File: src/rtl/conv_pkg.sv
// Shared constants and types for the rate-1/2, K=3 convolutional encoder/decoder pair.
package conv_pkg;

  localparam logic [2:0] G0 = 3'b111;
  localparam logic [2:0] G1 = 3'b101;

  localparam int DEFAULT_FRAME_LEN = 31;

  typedef enum logic [1:0] {
    IDLE = 2'd0,
    DATA = 2'd1,
    TAIL = 2'd2
  } fsm_state_t;

endpackage

File: src/rtl/conv_enc_core.sv
// Combinational trellis step: (u, s) -> (next state, coded symbol {b1,b0}).
module conv_enc_core
  import conv_pkg::*;
(
  input  logic       u,
  input  logic [1:0] s,
  output logic [1:0] next_s,
  output logic [1:0] sym
);

  logic [2:0] win;

  // Window ordering {u, s[1], s[0]} lines up with the generator bit order.
  assign win    = {u, s};
  assign sym    = {^(win & G1), ^(win & G0)};
  assign next_s = {u, s[1]};

endmodule

File: src/rtl/conv_enc_framer.sv
// Framed convolutional encoder: per-frame zeroed trellis, optional zero tail, one registered output stage.
//
// state | meaning
// IDLE  | after reset, waiting for enable
// DATA  | consuming input bits into the current frame
// TAIL  | appending zero-input termination symbols (TAIL_BITS=2 only)
module conv_enc_framer
  import conv_pkg::*;
#(
  parameter int FRAME_LEN = DEFAULT_FRAME_LEN,
  parameter int TAIL_BITS = 0
) (
  input  logic       clk,
  input  logic       reset,
  input  logic       enable,
  input  logic       in_bit,
  input  logic       in_valid,
  output logic       in_ready,
  output logic [1:0] enc_out,
  output logic       enc_valid,
  input  logic       enc_ready,
  output logic       enc_sof,
  output logic       enc_eof
);

  localparam logic [7:0] LAST_SYM  = 8'(FRAME_LEN - 1);
  localparam logic [7:0] LAST_DATA = 8'(FRAME_LEN - TAIL_BITS - 1);

  fsm_state_t state;
  logic [7:0] cnt;
  logic [1:0] s;
  logic       out_free;
  logic       advance;
  logic       u;
  logic [1:0] next_s;
  logic [1:0] sym;

  assign out_free = !enc_valid || enc_ready;
  assign in_ready = enable && out_free && (state == DATA);
  assign advance  = enable && out_free &&
                    (((state == DATA) && in_valid) || (state == TAIL));
  assign u        = (state == DATA) ? in_bit : 1'b0;

  conv_enc_core u_core (
    .u      (u),
    .s      (s),
    .next_s (next_s),
    .sym    (sym)
  );

  always_ff @(posedge clk or negedge reset) begin
    if (!reset) begin
      enc_out   <= 2'b00;
      enc_valid <= 1'b0;
      enc_sof   <= 1'b0;
      enc_eof   <= 1'b0;
    end else if (advance) begin
      enc_out   <= sym;
      enc_valid <= 1'b1;
      enc_sof   <= (cnt == 8'd0);
      enc_eof   <= (cnt == LAST_SYM);
    end else if (enc_ready) begin
      enc_valid <= 1'b0;
    end
  end

  always_ff @(posedge clk or negedge reset) begin
    if (!reset) begin
      state <= IDLE;
      cnt   <= 8'd0;
      s     <= 2'b00;
    end else begin
      case (state)
        IDLE: begin
          if (enable) begin
            state <= DATA;
            cnt   <= 8'd0;
            s     <= 2'b00;
          end
        end
        DATA: begin
          if (advance) begin
            if (cnt == LAST_DATA) begin
              if (TAIL_BITS == 0) begin
                cnt <= 8'd0;
                s   <= 2'b00;
              end else begin
                state <= TAIL;
                cnt   <= cnt + 8'd1;
                s     <= next_s;
              end
            end else begin
              cnt <= cnt + 8'd1;
              s   <= next_s;
            end
          end
        end
        TAIL: begin
          if (advance) begin
            // Every frame restarts the trellis at zero for the decoder.
            if (cnt == LAST_SYM) begin
              state <= DATA;
              cnt   <= 8'd0;
              s     <= 2'b00;
            end else begin
              cnt <= cnt + 8'd1;
              s   <= next_s;
            end
          end
        end
        default: state <= IDLE;
      endcase
    end
  end

endmodule

File: config.mk
export PLATFORM = sky130hd
export DESIGN_NAME = conv_enc_framer
export DESIGN_NICKNAME = d
export VERILOG_FILES = /design/src/rtl/conv_pkg.sv /design/src/rtl/conv_enc_core.sv /design/src/rtl/conv_enc_framer.sv
export SDC_FILE = /design/constraint.sdc
export NUM_CORES = 1
export LEC_CHECK = 0
export ABC_CLOCK_PERIOD_IN_PS = 2380
export CORE_MARGIN = 5
export CORE_UTILIZATION = 55
export DETAILED_ROUTE_END_ITERATION = 8
export PLACE_DENSITY = 0.81
export SYNTH_ARGS = -nofsm -noshare
export SYNTH_HDL_FRONTEND = slang
export SYNTH_SLANG_ARGS = --single-unit
File: constraint.sdc
create_clock -name clk -period 2.38 [get_ports clk]
set_input_delay 0.238 -clock clk [delete_from_list [all_inputs] [get_ports clk]]
set_output_delay 0.238 -clock clk [all_outputs]
set_load 0.005 [all_outputs]
==> metrics.md, run 1 <==
| Metric | Value |
|---|---|
| Status | complete, no violations |
| Initial core utilization | 56.46% |
| Worst skew pair latency | 0.28 ns |
| Crit-path cells | clkdlybuf4s50_1 -> and3_1 -> clkdlybuf4s50_1 |
| Sw Ratio | 32.60% |
| Grt ovf | 0 |
| Simple-gate area share of the yosys netlist | 28.46% |
| Mux contribution to synthesized area | 0% |
| Worst r2r dst | cnt[5] |
| Routed wire per std cell | 14.34 um |
| Placed standard-cell area | 952.2 um^2 |
| Initial antenna violation count | 0 |
| Crit path capture type | output pin |
| Relative slew slack | 52.07% |
| Slew Viols, Final | 0 |
| Vias in the first global route | 625 |
| R2r setup slk | 0.83 ns |
| # resized after CTS | 0 |
| Post-route ant nets | 0 |
| Iter 0 DRT Violations | 12 |
| Worst Path Required | 2.14 ns |
| Largest family of logic cells by synthesized area | simple AND/OR/NAND/NOR gates |
| Ant diodes | 0 |
| Instance count on the critical path | 3 |
| RSZ-0062 raised after global routing | false |
| Logic gate share of total power | 26.9% |
| Clk pin slew, worst setup/hold paths | 0.09 ns |
| Setup bufs post-CTS | 0 |
| Post-synthesis cell type count | 28 |
| Fin. Hold Viols | 0 |
| Synth top area share | 48.19% |
| Chip Height | 48.87 um |
| CP max stage cell | clkdlybuf4s50_1 |
| Synthesized instance count | 83 |
| Fin crit period | 1.779 ns |
| Area Growth Syn to Fin | 17.32% |
| Root buffer cell | clkbuf_4 |
| MaxCap Viol Count | 0 |
| Slew @ Worst Pin | 0.7167 ns |
| Critical path arrival | 1.54 ns |
| Max stage delay on crit path | 0.60 ns |
| DRC viols | 0 |
| Hpwl dp | 1206 um |
| Via Count | 678 |
| Ys Warns | 0 |
| Synthesized area per cell | 10.01 um^2 |
| Crit path to | in_ready |
| Die Area | 0.002388 mm^2 |
| Period utilization | 74.73% |
| Cell repeated most along the worst path | clkdlybuf4s50_1 |
| Final nets | 107 |
| Pin count of the biggest net entering global routing | 17 |
| Sequential share of power | 54.5% |
| Post-Syn Area | 830.8 um^2 |
| HP Class | input port to async pin |
| Post-Route WL | 1606 um |
| # hold bufs at CTS | 0 |
| Total CTS buffers | 3 |
| Crit path max-delay family | buffers and inverters |
| Design Power | 0.0007553 W |
| Buf/Inv on CP | 2 |
| Clock network power share | 18.6% |
| VDD IR max | 0.3928 mV |
| CTS Sinks | 16 |
| Startpoint types | input port |
| Most common library cell in the layout ignoring fill and taps | dfrtp_1 |
| Post-synthesis sequential area ratio | 48.19% |
| Routability cong. | 0.7559 |
| Design area | 974.7 um^2 |
| Compound-Gate Fraction of Synth Area | 12.95% |
| CTS tree | done |
| Vias/cell | 6.054 |
| Die Span X | 48.87 um |
| FP Rows | 14 |
| Setup CP Type | input port to output pin |
| Int Power | 0.0005091 W |
| Cell count of the worst reg-to-reg path | 5 |
| Ports | 12 |
| Crit path launch | enable |
| Synth Area in Adders | 4.518% |
| Total track usage | 14.44% |
| Pwr/cell area | 774.9 mW/mm^2 |
| H-tree Lvls | 1 |
| Setup total negative slack | 0 ns |
| Final worst clock skew | 0.002322 ns |
| Core ar. | 0.001471 mm^2 |
| Psw | 0.0002462 W |
| Final setup vio count | 0 |
| Global-route wire length before repair | 2704 um |
| Syn nets | 92 |
| Static leakage | 0.4160 nW |
| Max Clk Rate | 0.5623 GHz |
| Buffers on Ports | 11 |
| Top cells by area, synth | dfrtp_1 (48%), nand2_1 (5.0%), nand3_1 (4.8%) |
| TritonRoute pass-1 iters | 4 |
| Post-synth top area cell | dfrtp_1 |
| Reg2reg start | cnt[0] |
| Flops & latches, synth | 16 |
| CP Max Fanout | 6 |
| Clock Path Buffers | 2 |
| Layout cells sized above 1 | 10.42% |
| Most frequent cells in the layout | dfrtp_1 (16), nand2_1 (11), clkdlybuf4s50_1 (11) |
| Xor/xnor share of the synthesized area | 2.108% |
==> kinds of logic after synthesis <==
kind of cell	Yosys count
flops	16
fa+ha+maj	3
compound gates	18
xor+xnor	2
simple gates	38
buf+inv	6
==> state kept, by name, summed over array words and instances (netlist names) <==
name	flops
cnt	8
state	1
s	2
enc_eof	1
enc_sof	1
enc_out	2
enc_valid	1
==> power by group through the flow <==
stage | logic [W] | clock network [W] | registers [W]
floorplan | 0.000118 | 0 | 0.000401
global placement | 0.000196 | 0 | 0.000411
detailed placement | 0.000207 | 0 | 0.000415
CTS | 0.000207 | 0.000146 | 0.000410
global route | 0.000225 | 0.000164 | 0.000422
finish | 0.000203 | 0.000141 | 0.000412
==> stage by stage <==
step | hold WS [ns] | util [%] | cells | setup slack, ns
after global routing | 0.4311 | 66.24 | 112 | 0.5488
final | 0.3747 | 66.24 | 112 | 0.6015
after floorplan | -0.05759 | - | 83 | 1.015
after global placement | 0.4516 | 64.71 | 109 | 0.5952
after detailed placement | 0.4664 | 64.71 | 109 | 0.5074
after CTS | 0.4000 | 66.24 | 112 | 0.6003
==> worst min path at each step <==
stage	startpoint	endpoint	slack, ns
after detailed placement	enc_sof	enc_sof	0.47
after global routing	reset	cnt[2]	0.43
after global placement	enc_sof	enc_sof	0.45
final	reset	cnt[2]	0.37
after floorplan	reset	cnt[0]	-0.06
after CTS	reset	cnt[2]	0.40
==> synthesized netlist by cell type (all sizes together) <==
library cell / n
nand4: 1
o22ai: 1
or2: 1
or4b: 1
nor2b: 1
a21oi: 5
ha: 3
dfrtp: 16
a22o: 2
nand3: 9
or3: 4
and3: 2
nand2b: 1
nand2: 11
inv: 4
a31oi: 2
xor2: 2
and2: 1
nor3: 1
nor4b: 1
and4: 2
buf: 2
o21ai: 8
nor2: 2
==> routing by layer <==
metal  track usage (%)  part of all wire (%)  vias to the layer above
met1             16.54                    42                      331
met2             26.09                    51                       19
met4             6.726                   1.9                        0
met3             1.835                   4.6                        4
li1                  -                     -                      324
met5                 0                     0                        -
==> cell type report <==
class,instances,area (um^2)
multi-input combinational,61,399.1
tap,16,20.02
sequential,16,400.4
inverter,4,15.01
clock buffer,3,22.52
timing repair buffer,12,117.6
fill,128,496.7
No activity file was read; power rests on OpenSTA's default activity.
==> inputs of run 2 (changes only) <==
--- a/config.mk
+++ b/config.mk
@@ -5,11 +5,11 @@
 export SDC_FILE = /design/constraint.sdc
 export NUM_CORES = 1
 export LEC_CHECK = 0
-export ABC_CLOCK_PERIOD_IN_PS = 2380
+export ABC_CLOCK_PERIOD_IN_PS = 1700
 export CORE_MARGIN = 5
-export CORE_UTILIZATION = 55
+export CORE_UTILIZATION = 51
 export DETAILED_ROUTE_END_ITERATION = 8
-export PLACE_DENSITY = 0.81
+export PLACE_DENSITY = 0.76
 export SYNTH_ARGS = -nofsm -noshare
 export SYNTH_HDL_FRONTEND = slang
 export SYNTH_SLANG_ARGS = --single-unit
==> constraint.sdc (replaced) <==
create_clock -name clk -period 1.7 [get_ports clk]
set_input_delay 0.17 -clock clk [delete_from_list [all_inputs] [get_ports clk]]
set_output_delay 0.17 -clock clk [all_outputs]
set_load 0.005 [all_outputs]
==> metrics.md, run 2 (synthesized netlist as in run 1, its figures left out) <==
| Metric | Value |
|---|---|
| Setup bufs post-CTS | 0 |
| Root buffer cell | clkbuf_4 |
| Global-route wire length before repair | 2994 um |
| Fin. Hold Viols | 0 |
| Fillcell total | 122 |
| Reg2reg start | cnt[0] |
| Ant diodes | 0 |
| Clk pin slew, worst setup/hold paths | 0.10 ns |
| Layout cells sized above 1 | 17.31% |
| Most common library cell in the layout ignoring fill and taps | dfrtp_1 |
| Via Count | 684 |
| Setup CP Type | register to register |
| Area Growth Syn to Fin | 25.60% |
| # hold bufs at CTS | 0 |
| CTS tree | done |
| Die Span X | 50.36 um |
| Relative slew slack | 77.42% |
| Post-Route WL | 1704 um |
| Hpwl dp | 1294 um |
| Max reg flops | 8 |
| MaxCap Viol Count | 0 |
| # resized after CTS | 0 |
| R2r setup slk | 0.19 ns |
| Initial antenna violation count | 0 |
| Worst skew pair latency | 0.29 ns |
| HP Class | input port to async pin |
| Pin count of the biggest net entering global routing | 17 |
| Post-route ant nets | 0 |
| Status | complete, no violations |
| Fin crit period | 1.514 ns |
| Initial core utilization | 54.52% |
| Area of the multi-input gates | 399.1 um^2 |
| TritonRoute pass-1 iters | 4 |
| Core ar. | 0.001524 mm^2 |
| Total track usage | 15.35% |
| Slew @ Worst Pin | 0.3387 ns |
| Chip Height | 50.36 um |
| Int Power | 0.0007696 W |
| Fin util | 68.47% |
| CP Max Fanout | 7 |
| DRC viols | 0 |
| Final setup vio count | 0 |
| Slew Viols, Final | 0 |
| Top reg by flops | cnt |
| Psw | 0.0003531 W |
| Crit path capture type | register |
| Worst Path Required | 1.93 ns |
| Top flop regs | cnt (8), enc_out (2), s (2) |
| Register area | 400.4 um^2 |
| Final nets | 114 |
| VDD IR max | 0.7030 mV |
| Sw Ratio | 31.45% |
| Grt ovf | 0 |
| Critical path arrival | 1.75 ns |
| Logic gate share of total power | 26.1% |
| Max Clk Rate | 0.6607 GHz |
| Routability cong. | 0.8719 |
| Routed wire per std cell | 14.20 um |
| Setup total negative slack | 0 ns |
| CTS Sinks | 16 |
| Cell count of the worst reg-to-reg path | 5 |
| Most frequent cells in the layout | dfrtp_1 (16), nand2_1 (11), clkdlybuf4s50_1 (10) |
| Final worst clock skew | 0.002925 ns |
| Worst r2r dst | cnt[5] |
| Vias in the first global route | 671 |
| Buffers on Ports | 11 |
| Vias/cell | 5.700 |
| Clock network power share | 22.8% |
| Die Area | 0.002536 mm^2 |
| H-tree Lvls | 1 |
| Iter 0 DRT Violations | 19 |
| Ports | 12 |
| Clock Path Buffers | 2 |
| Startpoint types | register |
| FP Rows | 14 |
| Sequential share of power | 51.2% |
| RSZ-0062 raised after global routing | false |
| Static leakage | 0.4659 nW |
| Period utilization | 89.03% |
| Pwr/cell area | 1076 mW/mm^2 |
| Total CTS buffers | 3 |
run 2: cell count changes in the layout (fill, tap and decap cells not counted):
| cell | delta |
|---|---|
| buf_4 | +7 |
| dlymetal6s2s_1 | +1 |
| clkbuf_8 | +1 |
| clkdlybuf4s50_1 | -1 |
run 2: area by class of cell:
| class | instances | area share (%) |
|---|---|---|
| timing repair buffer | 19 | 16.55 |
| sequential | 16 | 38.37 |
| inverter | 4 | 1.439 |
| tap | 16 | 1.918 |
| clock buffer | 4 | 3.477 |
| multi-input combinational | 61 | 38.25 |
run 2: worst max-delay path: stages (launching register included):
cell and delay, ns:
dfrtp_1 0.47, inv_1 0.10, ha_1 0.20, nand3_1 0.15, or4b_1 0.45, nand3_1 0.09
run 2: power by group through the flow:
| stage | logic, W | clock network [W] | registers [W] |
|---|---|---|---|
| 2_1_floorplan | 0.000165 | 0 | 0.000562 |
| 3_3_place_gp | 0.000290 | 0 | 0.000575 |
| 3_5_place_dp | 0.000298 | 0 | 0.000581 |
| 4_1_cts | 0.000301 | 0.000261 | 0.000573 |
| 5_1_grt | 0.000332 | 0.000284 | 0.000591 |
| 6_report | 0.000293 | 0.000255 | 0.000575 |
run 2: stage by stage:
| step | total power (W) | hold slack, ns | cells | instance area, um^2 | worst slack [ns] |
|---|---|---|---|---|---|
| after floorplan | 0.0007270 | -0.1256 | 83 | 830.8 | 0.3346 |
| after global placement | 0.0008650 | 0.4506 | 116 | 1005 | 0.07909 |
| after detailed placement | 0.0008784 | 0.4545 | 116 | 1005 | 0.02344 |
| after CTS | 0.001135 | 0.2015 | 120 | 1041 | 0.02757 |
| after global routing | 0.001208 | 0.2229 | 120 | 1044 | 0.09206 |
| final | 0.001123 | 0.1926 | 120 | 1044 | 0.1864 |
run 2: how the worst max path moves through the flow:
stage | from | to | slack, ns | cells past startpoint
finish | cnt[0] | cnt[5] | 0.19 | 5
global route | cnt[0] | cnt[5] | 0.09 | 5
CTS | enc_valid | in_ready | 0.03 | 3
detailed placement | enc_ready | cnt[5] | 0.02 | 6
global placement | enc_ready | cnt[5] | 0.08 | 6
floorplan | cnt[0] | cnt[5] | 0.33 | 5
run 2: layer usage:
metal | routed length [um] | part of all wire [%] | global-route usage [%]
met5 | 0 | 0 | 0
met2 | 829 | 49 | 24.06
met3 | 96 | 5.6 | 3.550
met4 | 14 | 0.82 | 7.660
met1 | 763 | 45 | 19.78
==> inputs of run 3 (changes only) <==
--- a/config.mk
+++ b/config.mk
@@ -7,9 +7,9 @@
 export LEC_CHECK = 0
 export ABC_CLOCK_PERIOD_IN_PS = 1700
 export CORE_MARGIN = 5
-export CORE_UTILIZATION = 51
+export CORE_UTILIZATION = 25
 export DETAILED_ROUTE_END_ITERATION = 8
-export PLACE_DENSITY = 0.76
+export MAX_ROUTING_LAYER = met4
 export SYNTH_ARGS = -nofsm -noshare
 export SYNTH_HDL_FRONTEND = slang
 export SYNTH_SLANG_ARGS = --single-unit
==> metrics.md, run 3 (synthesized netlist as in run 1, its figures left out) <==
| Metric | Value |
|---|---|
| Global-route wire length before repair | 3001 um |
| Top flop regs | cnt (8), enc_out (2), s (2) |
| Vias in the first global route | 708 |
| CTS Sinks | 16 |
| Max reg flops | 8 |
| Top reg by flops | cnt |
| Worst setup margin | 0.06187 ns |
| Max stage delay on crit path | 0.50 ns |
| Critical path arrival | 1.47 ns |
| Root buffer cell | clkbuf_4 |
| Post-route ant nets | 0 |
| Routed wire per std cell | 11.10 um |
| RSZ-0062 raised after global routing | false |
| MaxCap Viol Count | 0 |
| Status | complete, no violations |
| Design area | 0.001080 mm^2 |
| Setup total negative slack | 0 ns |
| Slew Viols, Final | 0 |
| Fin crit period | 1.638 ns |
| Most frequent cells in the layout | dfrtp_1 (15), nand2_1 (11), clkdlybuf4s50_1 (11) |
| CP Max Fanout | 4 |
| Die Area | 0.004576 mm^2 |
| Ant diodes | 0 |
| VDD IR max | 0.2241 mV |
| Crit path capture type | output pin |
| DRC viols | 0 |
| Routability cong. | 0.8178 |
| Initial core utilization | 25.30% |
| Fin. Hold Viols | 0 |
| Die Span X | 67.65 um |
| Vias/cell | 4.487 |
| Relative slew slack | 75.78% |
| Post-Route WL | 1665 um |
| Total CTS buffers | 3 |
| Area Growth Syn to Fin | 29.97% |
| FP Rows | 21 |
| Iter 0 DRT Violations | 45 |
| Worst Path Required | 1.53 ns |
| Max Clk Rate | 0.6105 GHz |
| R2r setup slk | 0.22 ns |
| Ports | 12 |
| Startpoint types | input port |
| Via Count | 673 |
| Worst skew pair latency | 0.28 ns |
| Total track usage | 8.601% |
| H-tree Lvls | 1 |
| Clk pin slew, worst setup/hold paths | 0.10 ns |
| Final nets | 114 |
| Reg2reg start | cnt[6] |
| DP Worst Slack | 0.04083 ns |
| Worst r2r dst | cnt[2] |
| Grt ovf | 0 |
| CP max stage cell | clkdlybuf4s50_1 |
| Final setup vio count | 0 |
| Static leakage | 0.4561 nW |
| Design Power | 0.001133 W |
| Initial antenna violation count | 0 |
| HP Class | input port to async pin |
| Clock Path Buffers | 2 |
| Pwr/cell area | 1050 mW/mm^2 |
| Most common library cell in the layout ignoring fill and taps | dfrtp_1 |
| Layout cells sized above 1 | 18.27% |
| Pin count of the biggest net entering global routing | 17 |
| Slew @ Worst Pin | 0.3633 ns |
| CTS tree | done |
| Cell count of the worst reg-to-reg path | 4 |
| Buffers on Ports | 11 |
| Placed standard-cell area | 0.001042 mm^2 |
| Fin util | 32.88% |
| Chip Height | 67.65 um |
| Setup bufs post-CTS | 0 |
| Period utilization | 96.36% |
| Hpwl dp | 1303 um |
| TritonRoute pass-1 iters | 4 |
| Setup CP Type | input port to output pin |
| Final worst clock skew | 0.0007118 ns |
| Cell repeated most along the worst path | clkdlybuf4s50_1 |
| Crit-path cells | clkdlybuf4s50_1 -> buf_4 -> and3_1 -> clkdlybuf4s50_1 |
| Core ar. | 0.003284 mm^2 |
==> run 3: cell count changes in the layout (fill, tap and decap cells not counted), sizes merged <==
cell and delta:
clkdlybuf4s50 +1, dlymetal6s2s -1
==> run 3: worst max-delay path by stage <==
stage               startpoint  endpoint  slack [ns]
floorplan               cnt[0]    cnt[5]        0.33
global placement     enc_ready    cnt[5]        0.07
detailed placement      enable    cnt[4]        0.04
CTS                  enc_valid  in_ready        0.04
global route         enc_valid  in_ready        0.01
finish                  enable  in_ready        0.06
==> run 3: area by class of cell <==
cell class | instances | area [um^2]
fillers | 344 | 2205
flip-flops and latches | 16 | 401.6
multi-input cells | 61 | 399.1
repair buffers | 19 | 170.2
well taps | 46 | 57.56
clock buffers | 4 | 36.28
inverters | 4 | 15.01
==> run 3: routing by layer <==
metal  part of all wire [%]  wire length (um)  global-route usage [%]
met1                     48               792                   11.19
met2                     49               816                   13.37
met5                      0                 0                       -
met3                    1.5                25                  0.9983
met4                    1.9                31                   3.797
==> run 3: where the power goes <==
group          switching [W]  total, W  leakage (nW)  internal (W)
Clock               0.000125  0.000255        0.0210      0.000130
Combinational       0.000140  0.000315         0.235      0.000176
Sequential         0.0000909  0.000563         0.201      0.000472
Total               0.000355   0.00113         0.456      0.000778
==> run 3: stage by stage <==
stage	hold WS, ns	instances
CTS	0.1911	150
global placement	0.4625	146
detailed placement	0.4653	146
global route	0.2269	150
finish	0.1909	150
floorplan	-0.1256	83
==> run 3: repair_timing <==
item	4_1_cts	5_1_grt
gates resized for setup	0	1
endpoints found under the setup margin	0	1
hold buffers	0	0
==> run 3: critical path, delay by kind of cell <==
family | cells | cell delay (ns)
buffers and inverters | 3 | 1.14
AND/OR/NAND/NOR | 1 | 0.15
